$ cat config.mk
export PLATFORM = sky130hd
export DESIGN_NAME = q_span_scheduler
export DESIGN_NICKNAME = d
export VERILOG_FILES = /design/src/rtl/q_sched_pkg.sv /design/src/rtl/q_span_fifo.sv /design/src/rtl/q_span_scheduler.sv
export SDC_FILE = /design/constraint.sdc
export NUM_CORES = 1
export LEC_CHECK = 0
export BUFFER_PORTS_ARGS = -buffer_cell sky130_fd_sc_hd__buf_2
export CELL_PAD_IN_SITES_DETAIL_PLACEMENT = 0
export CELL_PAD_IN_SITES_GLOBAL_PLACEMENT = 2
export CORE_ASPECT_RATIO = 0.7
export CORE_MARGIN = 5
export CORE_UTILIZATION = 40
export DETAILED_ROUTE_END_ITERATION = 7
export GPL_ROUTABILITY_DRIVEN = 0
export PLACE_DENSITY = 0.8
export SKIP_CTS_REPAIR_TIMING = 1
export SYNTH_ARGS = -nofsm -noshare
export SYNTH_HDL_FRONTEND = slang
export SYNTH_SLANG_ARGS = --single-unit
$ cat constraint.sdc
create_clock -name clk -period 5.21 [get_ports clk]
set_input_delay 0.2605 -clock clk [delete_from_list [all_inputs] [get_ports clk]]
set_output_delay 0.2605 -clock clk [all_outputs]
set_load 0.02 [all_outputs]
$ cat src/rtl/q_sched_pkg.sv
// Shared constants, state encoding and span-window overlap helper for the
// Q weight-table span scheduler.
package q_sched_pkg;

  localparam int unsigned Q     = 13;
  localparam int unsigned Q_ORD = 4;
  localparam int unsigned IDX_W = $clog2(Q + Q_ORD);

  typedef enum logic [1:0] {
    IDLE  = 2'd0,
    BUSY  = 2'd1,
    FLUSH = 2'd2
  } q_sched_state_t;

  // Two Q_ORD-wide control-point windows starting at a and b share an entry.
  function automatic logic span_overlap(input logic [IDX_W-1:0] a,
                                        input logic [IDX_W-1:0] b);
    logic [IDX_W-1:0] diff;
    diff = (a > b) ? (a - b) : (b - a);
    return (diff <= IDX_W'(Q_ORD - 1));
  endfunction

endpackage

$ cat src/rtl/q_span_fifo.sv
// In-flight span queue: DEPTH-entry register FIFO exposing every slot and its
// valid bit so the scheduler can hazard-check all pending spans in parallel.
module q_span_fifo
  import q_sched_pkg::*;
#(
  parameter int unsigned DEPTH = 4
) (
  input  logic                              clk,
  input  logic                              reset,
  input  logic                              push,
  input  logic [IDX_W-1:0]                  push_data,
  input  logic                              pop,
  output logic [IDX_W-1:0]                  head,
  output logic [$clog2(DEPTH+1)-1:0]        count,
  output logic [DEPTH-1:0][IDX_W-1:0]       entries,
  output logic [DEPTH-1:0]                  valid
);

  localparam int unsigned PTR_W = $clog2(DEPTH);
  localparam int unsigned CNT_W = $clog2(DEPTH + 1);

  logic [DEPTH-1:0][IDX_W-1:0] mem_q, mem_d;
  logic [DEPTH-1:0]            vld_q, vld_d;
  logic [PTR_W-1:0]            wr_ptr_q, wr_ptr_d;
  logic [PTR_W-1:0]            rd_ptr_q, rd_ptr_d;
  logic [CNT_W-1:0]            count_q, count_d;

  always_comb begin
    mem_d    = mem_q;
    vld_d    = vld_q;
    wr_ptr_d = wr_ptr_q;
    rd_ptr_d = rd_ptr_q;
    count_d  = count_q;
    if (pop) begin
      vld_d[rd_ptr_q] = 1'b0;
      rd_ptr_d        = rd_ptr_q + PTR_W'(1);
    end
    if (push) begin
      mem_d[wr_ptr_q] = push_data;
      vld_d[wr_ptr_q] = 1'b1;
      wr_ptr_d        = wr_ptr_q + PTR_W'(1);
    end
    case ({push, pop})
      2'b10:   count_d = count_q + CNT_W'(1);
      2'b01:   count_d = count_q - CNT_W'(1);
      default: count_d = count_q;
    endcase
  end

  always_ff @(posedge clk or posedge reset) begin
    if (reset) begin
      mem_q    <= '0;
      vld_q    <= '0;
      wr_ptr_q <= '0;
      rd_ptr_q <= '0;
      count_q  <= '0;
    end else begin
      mem_q    <= mem_d;
      vld_q    <= vld_d;
      wr_ptr_q <= wr_ptr_d;
      rd_ptr_q <= rd_ptr_d;
      count_q  <= count_d;
    end
  end

  assign head    = vld_q[rd_ptr_q] ? mem_q[rd_ptr_q] : '0;
  assign count   = count_q;
  assign entries = mem_q;
  assign valid   = vld_q;

endmodule

$ cat src/rtl/q_span_scheduler.sv
// Q weight-table span scheduler: issues reads, tracks in-flight spans, issues
// write-back spans and stalls on control-point RAW hazards. Q_SCHED_STATS_EN adds stall_cnt.
module q_span_scheduler
  import q_sched_pkg::*;
#(
  parameter int unsigned MAX_INFLIGHT = 4
) (
  input  logic             clk,
  input  logic             reset,
  input  logic             in_valid,
  output logic             in_ready,
  input  logic [IDX_W-1:0] span_ind_in,
  input  logic             flush,
  output logic [IDX_W-1:0] span_ind_read,
  output logic             rd_en,
  input  logic             upd_valid,
  output logic [IDX_W-1:0] span_ind_write,
  output logic [IDX_W-1:0] span_ind_write_d,
  output logic             wr_en_d,
  output logic             busy,
  output logic             err_underflow
`ifdef Q_SCHED_STATS_EN
  ,output logic [15:0]     stall_cnt
`endif
);

  localparam int unsigned CNT_W = $clog2(MAX_INFLIGHT + 1);

  q_sched_state_t state_q, state_d;
  logic [IDX_W-1:0] span_ind_read_q, span_ind_read_d;
  logic             rd_en_q, rd_en_d;
  logic [IDX_W-1:0] span_ind_write_d_q, span_ind_write_d_d;
  logic             wr_en_d_q, wr_en_d_d;
  logic             err_underflow_q, err_underflow_d;

  logic [IDX_W-1:0]                   span_sat;
  logic                               hazard;
  logic                               accept;
  logic                               pop;
  logic                               drained_next;
  logic [CNT_W-1:0]                   occ_next;
  logic [IDX_W-1:0]                   fifo_head;
  logic [CNT_W-1:0]                   fifo_count;
  logic [MAX_INFLIGHT-1:0][IDX_W-1:0] fifo_entries;
  logic [MAX_INFLIGHT-1:0]            fifo_valid;

  q_span_fifo #(
    .DEPTH(MAX_INFLIGHT)
  ) u_fifo (
    .clk      (clk),
    .reset    (reset),
    .push     (accept),
    .push_data(span_sat),
    .pop      (pop),
    .head     (fifo_head),
    .count    (fifo_count),
    .entries  (fifo_entries),
    .valid    (fifo_valid)
  );

  assign span_sat = (span_ind_in > IDX_W'(Q)) ? IDX_W'(Q) : span_ind_in;

  // Hazard uses pre-pop queue contents so a span matching the popping head
  // stalls until its write-back strobe has passed.
  always_comb begin
    hazard = wr_en_d_q & span_overlap(span_sat, span_ind_write_d_q);
    for (int unsigned i = 0; i < MAX_INFLIGHT; i++) begin
      if (fifo_valid[i] && span_overlap(span_sat, fifo_entries[i])) hazard = 1'b1;
    end
  end

  assign in_ready = (fifo_count < CNT_W'(MAX_INFLIGHT)) && !hazard && (state_q != FLUSH);
  assign accept   = in_valid & in_ready;
  assign pop      = upd_valid & (fifo_count != '0);

  always_comb begin
    occ_next = fifo_count;
    if (accept && !pop) occ_next = fifo_count + CNT_W'(1);
    if (pop && !accept) occ_next = fifo_count - CNT_W'(1);
    drained_next = (occ_next == '0) && !pop;

    state_d = state_q;
    unique case (state_q)
      IDLE:    if (accept) state_d = BUSY;
      BUSY:    if (flush) state_d = FLUSH;
               else if (drained_next) state_d = IDLE;
      FLUSH:   if (drained_next) state_d = IDLE;
      default: state_d = IDLE;
    endcase

    span_ind_read_d    = accept ? span_sat : span_ind_read_q;
    rd_en_d            = accept;
    span_ind_write_d_d = pop ? fifo_head : span_ind_write_d_q;
    wr_en_d_d          = pop;
    err_underflow_d    = err_underflow_q | (upd_valid & (fifo_count == '0));
  end

  always_ff @(posedge clk or posedge reset) begin
    if (reset) begin
      state_q            <= IDLE;
      span_ind_read_q    <= '0;
      rd_en_q            <= 1'b0;
      span_ind_write_d_q <= '0;
      wr_en_d_q          <= 1'b0;
      err_underflow_q    <= 1'b0;
    end else begin
      state_q            <= state_d;
      span_ind_read_q    <= span_ind_read_d;
      rd_en_q            <= rd_en_d;
      span_ind_write_d_q <= span_ind_write_d_d;
      wr_en_d_q          <= wr_en_d_d;
      err_underflow_q    <= err_underflow_d;
    end
  end

  assign span_ind_read    = span_ind_read_q;
  assign rd_en            = rd_en_q;
  assign span_ind_write   = fifo_head;
  assign span_ind_write_d = span_ind_write_d_q;
  assign wr_en_d          = wr_en_d_q;
  assign busy             = (state_q != IDLE);
  assign err_underflow    = err_underflow_q;

`ifdef Q_SCHED_STATS_EN
  logic [15:0] stall_cnt_q, stall_cnt_d;

  always_comb begin
    stall_cnt_d = stall_cnt_q;
    if (in_valid && !in_ready && (state_q != FLUSH) && (stall_cnt_q != '1))
      stall_cnt_d = stall_cnt_q + 16'd1;
  end

  always_ff @(posedge clk or posedge reset) begin
    if (reset) stall_cnt_q <= '0;
    else       stall_cnt_q <= stall_cnt_d;
  end

  assign stall_cnt = stall_cnt_q;
`endif

endmodule

# Word level (Yosys, flattened, before mapping)
# Index checks and enable logic that the tools add are counted.
[op_classes]
add_sub_neg = 14
n_lt_le_gt_ge = 16
n_eq_ne = 6
mux = 31
bitwise = 8
reduce_logical = 20
[op_table]
columns = ["operator", "n"]
rows = [
  ["$sub A5 B5 Y5", 10],
  ["$mux W5", 9],
  ["$gt A5 B5 Y1", 5],
  ["$le A5 B2 Y1 const B", 5],
  ["$bwmux W20", 1],
  ["$logic_and A1 B1 Y1", 11],
  ["$bmux W5 S2", 1],
  ["$demux W5 S2", 1],
  ["$mux W4", 2],
  ["$mux W1", 7],
  ["$logic_not A3 Y1", 2],
  ["$lt A2 B3 Y1 const B", 2],
  ["$mux W2", 3],
  ["$mux W3", 2],
  ["$pmux W2 S3", 1],
  ["$pmux W3 S2", 1],
  ["$gt A5 B4 Y1 const B", 1],
  ["$add A2 B1 Y2 const B", 2],
  ["$and A1 B1 Y1", 4],
  ["$and A4 B4 Y4", 1],
  ["$demux W1 S2", 2],
  ["$eq A2 B1 Y1 const B", 2],
  ["$eq A2 B2 Y1 const B", 2],
  ["$ge A2 B1 Y1 const B", 2],
  ["other kinds (12)", 16],
]
[word_totals]
ff_bits = 46
out_inout_bits = 20
word_cells = 109

# Depth between registers and ports, before layout
[logic_depth]
depth_word = 22
ltp_mapped = 19
ltp_nobuf = 19

# By module
# A second synthesis with hierarchy kept.
[unflattened]
hier_cells = 417
area_unflattened_um2 = 4033.9
[modules_own_cells]
columns = ["mod", "n_inst", "cells_per_inst", "area_per_inst_um2", "seq_area_each_um2"]
rows = [
  ["q_span_scheduler", 1, 309, 2553.7, 375.4],
  ["q_span_fifo", 1, 108, 1480.2, 775.7],
]

# Worst setup path after synthesis
# Ideal clock, no wire load.
[synth_timing]
kind = "input-to-reg"
from = "input port span_ind_in[3]"
to = "register state_q[0]"
setup_ns = 0.085
t_arrival_ns = 5.410
t_required_ns = 5.125
path_slack_ns = -0.285
path_stages = 17
path_cell_list = "a211oi_1 > inv_1 > ha_1 > and2b_1 > o2111ai_1 > a31o_2 > mux2i_1 > xor2_1 > nand4_2 > nand4_4 > inv_1 > ha_1 > nor2_1 > o31a_1 > a2111oi_0 > or4b_2 > o21ai_0"
[synth_between]
elab_chain_len = 22
word_cells_on_any_way = 51
classes_between = "add/sub (10); order compare (11); eq/ne (1); mux (15); bitwise (2); reduce/logical (12)"
[synth_lines]
columns = ["element", "line", "text"]
rows = [
  ["from (decl)", "q_span_scheduler.sv:12", "input logic [IDX_W-1:0] span_ind_in,"],
  ["$gt A5 B4 Y1", "q_span_scheduler.sv:61", "assign span_sat = (span_ind_in > IDX_W'(Q)) ? IDX_W'(Q) : span_ind_in;"],
  ["$mux W5 *", "q_span_scheduler.sv:61", ""],
  ["$sub A5 B5 Y5 or $gt A5 B5 Y1 (tied branches)", "q_sched_pkg.sv:19", "diff = (a > b) ? (a - b) : (b - a);"],
  ["$mux W5", "q_sched_pkg.sv:19", ""],
  ["$le A5 B2 Y1", "q_sched_pkg.sv:20", "return (diff <= IDX_W'(Q_ORD - 1));"],
  ["$and A1 B1 Y1 or $logic_and A1 B1 Y1 (tied branches)", "q_span_scheduler.sv:66, q_span_scheduler.sv:68", ""],
  ["$mux W1 (3 in series)", "q_span_scheduler.sv:68", "if (fifo_valid[i] && span_overlap(span_sat, fifo_entries[i])) hazard = 1'b1;"],
  ["$mux W1 *", "q_span_scheduler.sv:68", ""],
  ["[4 not listed]", "--", ""],
  ["via accept", "q_span_scheduler.sv:38", "logic accept;"],
  ["$logic_and A1 B1 Y1 or $logic_not A1 Y1 (tied branches)", "q_span_scheduler.sv:78, q_span_scheduler.sv:79", ""],
  ["$mux W3 or $logic_and A1 B1 Y1 (tied branches)", "q_span_scheduler.sv:78, q_span_scheduler.sv:79", ""],
  ["$mux W3", "q_span_scheduler.sv:79", "if (pop && !accept) occ_next = fifo_count - CNT_W'(1);"],
  ["$logic_not A3 Y1", "q_span_scheduler.sv:80", "drained_next = (occ_next == '0) && !pop;"],
  ["$logic_and A1 B1 Y1", "q_span_scheduler.sv:80", ""],
  ["$mux W2 (2 in series)", "--", ""],
  ["$pmux W2 S3", "--", ""],
  ["to (signal assigned)", "q_span_scheduler.sv:107", "state_q <= state_d;"],
  ["to (decl)", "q_span_scheduler.sv:29", "q_sched_state_t state_q, state_d;"],
]
# The timed path passes the listed nets; every way through them passes the cells marked *.
# A chain may end at the register's enable or synchronous reset.

# Final worst setup path
[layout_timing]
from = "input port span_ind_in[3]"
to = "register state_q[0]"
[layout_between]
elab_chain_len = 22
word_cells_on_any_way = 51
classes_between = "add/sub (10); order compare (11); eq/ne (1); mux (15); bitwise (2); reduce/logical (12)"
[layout_lines]
columns = ["element", "line", "text"]
rows = [
  ["$gt A5 B4 Y1 *", "q_span_scheduler.sv:61", ""],
  ["$mux W5 *", "q_span_scheduler.sv:61", ""],
  ["via span_sat[0]", "q_span_scheduler.sv:36", "logic [IDX_W-1:0] span_sat;"],
  ["$sub A5 B5 Y5 or $gt A5 B5 Y1 (tied branches)", "q_sched_pkg.sv:19", ""],
  ["$mux W5", "q_sched_pkg.sv:19", ""],
  ["$le A5 B2 Y1", "q_sched_pkg.sv:20", ""],
  ["$and A1 B1 Y1 or $logic_and A1 B1 Y1 (tied branches)", "q_span_scheduler.sv:66, q_span_scheduler.sv:68", ""],
  ["$mux W1 (3 in series)", "q_span_scheduler.sv:68", ""],
  ["[5 not listed]", "--", ""],
  ["via accept", "q_span_scheduler.sv:38", ""],
  ["$logic_and A1 B1 Y1 or $logic_not A1 Y1 (tied branches)", "q_span_scheduler.sv:78, q_span_scheduler.sv:79", ""],
  ["$mux W3 or $logic_and A1 B1 Y1 (tied branches)", "q_span_scheduler.sv:78, q_span_scheduler.sv:79", ""],
  ["$mux W3", "q_span_scheduler.sv:79", ""],
  ["$logic_not A3 Y1", "q_span_scheduler.sv:80", ""],
  ["$logic_and A1 B1 Y1", "q_span_scheduler.sv:80", ""],
  ["$mux W2 (2 in series)", "--", ""],
  ["$pmux W2 S3", "--", ""],
]
# Marked as above.

==> metrics.txt <==
slack of the worst reg-to-reg path 1.07 ns; Mean Syn Cell Area between 9 and 10 sq um; Setup violations, final 0; asr flop ratio synth 100.0%; Synth area leaders dfrtp_1 (28%), ha_1 (17%), mux2i_1 (5.3%); final net count 537; Placed Instances 584; global-route wire length before repair 16660 um; Worst R2R Start span_ind_write_d[0]; die height between 90 and 100 um; die area 12550 sq um; clock transition at the registers of the reported paths about 0.07 ns; CTS H-tree lvls 2; count leader, synth ha_1; Req. time, crit path 5.41 ns; slowest CP cell or4b_2; Crit Path Category in -> reg; synthesized netlist cell count 427; ant diodes 0; Total GRT Usage between 15 and 20%; starting density of the core a little over 40%; layout cells sized above 1 16.30%; maximum clock rate 0.2304 GHz; total power 2.726 mW; register area 1151 sq um; status complete, no violations; Rel. slew slack approximately a third; Final Instance Count excl. Fillers around 590; area delta synth->final 10.91%; post-detailed-route count of antenna-violating nets 0; CTS tree yes; Critical Path Most Common Cell inv_1; synth unique cells 62; Crit path arrival time 4.54 ns; Seq/Total Area, Yosys 27.73%; final period utilization 83.29%; Worst Tran Pin Value 0.9934 ns; Max FO, Critical Path 10; Critical Path Sink Type flop; root buffer cell clkbuf_16; grt ovf 0; synth cell count leaders ha_1 (58), inv_1 (51), dfrtp_1 (46), nand2_1 (35), a21oi_1 (23); Worst-Skew Late Latency roughly 0.28 ns; Horiz. Die Dim between 100 and 150 um; post-layout util 44.97%; largest net degree at the start of global routing 47; Worst Hold Class in -> async; min Tclk post-route ~4.3 ns; RSZ-0062 raised after global routing false; Final Hold Viols 0; first-pass detailed-route iteration total 4; initial antenna violation count 0; cell accounting for the most synthesized area dfrtp_1; vias post-DR 3065; post-synth top area share 27.73%; routed vias/inst approximately 5.2; total CTS buffers 5; worst path cell trace buf_2 -> a311o_1 -> inv_1 -> ha_1 -> inv_1 -> fa_1 -> a21o_1 -> a21oi_1 -> xnor2_1 -> or4b_1 -> nand4b_2 -> nor2_4 -> nand4_4 -> inv_1 -> ha_1 -> nor2_1 -> o31a_1 -> a2111oi_0 -> or4b_2 -> o21ai_0; row count 31; peak supply drop 0.0002625 V; number of synthesized register bits 46; vias in the first global route 3131; synth warn 0; Slowest Stage Delay on Critical Path about 0.6 ns; drt drc 0; Sink Count 46; predominant post-synthesis flop cell dfrtp_1; Core ar. 10240 sq um; number of filler cells placed in the layout 1025; DRT Wirelength 10010 um; Setup Skew 0.005530 ns; I/O Buffers 29; post-DR wirelength/cell between 15 and 20 um; Reg2Reg Depth 18; HPWL Detailed 7895 um; Critical R2R Capture state_q[0]; Slew Viols, Final 0; Clock Tree Buf Depth 2; DRT iter0 DRCs 120; Max Cap Viol 0; static leakage 2.271 nW; CP Launch Point span_ind_in[3]; footprint of the multi-input gates about 2800 sq um; P per Cell Area 592.1 nW/um^2; Post-Syn Area 4151 sq um; IO Pins 30; EDFF count, synth 0; Startpoint Class primary input; setup_tns 0 ns
[cell families (layout without fill, tap and decap cells)]
logic type / after synthesis / after routing / synth area share [%]
AOI/OAI and AO/OA: 88 / 88 / 14.62
xor gates and xnor gates: 20 / 20 / 4.219
adders and majority gates: 68 / 68 / 22.30
buffers and inverters: 64 / 93 / 6.118
DFF: 46 / 46 / 27.73
muxes: 33 / 33 / 10.37
other: 1 / 5 / 0.09033
and+or+nand+nor: 107 / 107 / 14.56
[area by class of cell]
cell class / instances / share of cell area, %
Clock inverter: 1 / 0.1902
Timing Repair Buffer: 33 / 3.804
Multi-Input combinational cell: 321 / 60.08
Sequential cell: 46 / 25.00
Clock buffer: 7 / 3.098
Tap cell: 132 / 3.587
Inverter: 52 / 4.239
[critical path: cells and delay by family]
family / cells / cell delay [ns]
buf+inv: 4 / 0.58
simple gates: 6 / 1.73
xor+xnor: 1 / 0.09
fa+ha+maj: 3 / 0.86
compound gates: 6 / 1.02
[placed cells by master, fill, tap and decap left out, types with 3 or more instances in the layout]
cell type	Yosys	routed
conb_1	1	5
ha_1	58	58
a21o_1	9	9
inv_1	51	50
nor3_1	7	7
xor2_1	7	7
xnor2_1	13	13
nand3_2	4	4
a2bb2oi_1	3	3
nor2b_1	4	4
o211ai_1	4	4
mux2_4	5	5
a21oi_1	23	23
nor2_1	18	18
nand3_1	6	6
nand2b_1	8	8
nand2_1	35	35
mux4_2	6	6
and2_1	6	6
dfrtp_1	46	46
clkbuf_16	0	5
buf_4	0	4
fa_1	10	10
o21ai_0	18	18
mux2i_1	22	22
buf_2	4	29
a31oi_1	5	5
[through the flow]
stage / setup WS, ns / hold slack, ns / area (sq um)
floorplan: 0.4512 / 0.3957 / 4172
global placement: 0.6271 / 0.4551 / 4453
detailed placement: 0.5410 / 0.4598 / 4453
CTS: 0.8371 / 0.2238 / 4604
global route: 0.5081 / 0.2436 / 4604
finish: 0.8706 / 0.1901 / 4604
[report_power, final]
part,switching [mW],total (mW),internal [mW]
clock,0.138,0.331,0.193
sequential,0.179,0.684,0.506
combinational,0.966,1.71,0.745
[per-layer routing]
| layer | vias to the layer above | GRT usage (%) | wire length, um |
|---|---|---|---|
| met4 | 0 | 3.682 | 93 |
| met5 | - | 0 | 0 |
| li1 | 1538 | - | - |
| met1 | 1481 | 25.39 | 5389 |
| met3 | 6 | 1.741 | 276 |
| met2 | 40 | 25.38 | 4247 |
[state kept, by name, indices dropped and copies added (netlist names), 2 cells and up]
register,count
span_ind_read,5
state_q,2
u_fifo.entries,20
u_fifo.count,3
u_fifo.rd_ptr_q,2
u_fifo.valid,4
span_ind_write_d,5
u_fifo.wr_ptr_q,2
[worst max-delay path by stage]
stage / endpoint / slack [ns]
final: state_q[0] / 0.87
after global routing: state_q[0] / 0.51
after CTS: state_q[0] / 0.84
after detailed placement: state_q[0] / 0.54
after global placement: state_q[0] / 0.63
after floorplan: state_q[0] / 0.45
No activity file was read; power rests on OpenSTA's default activity.
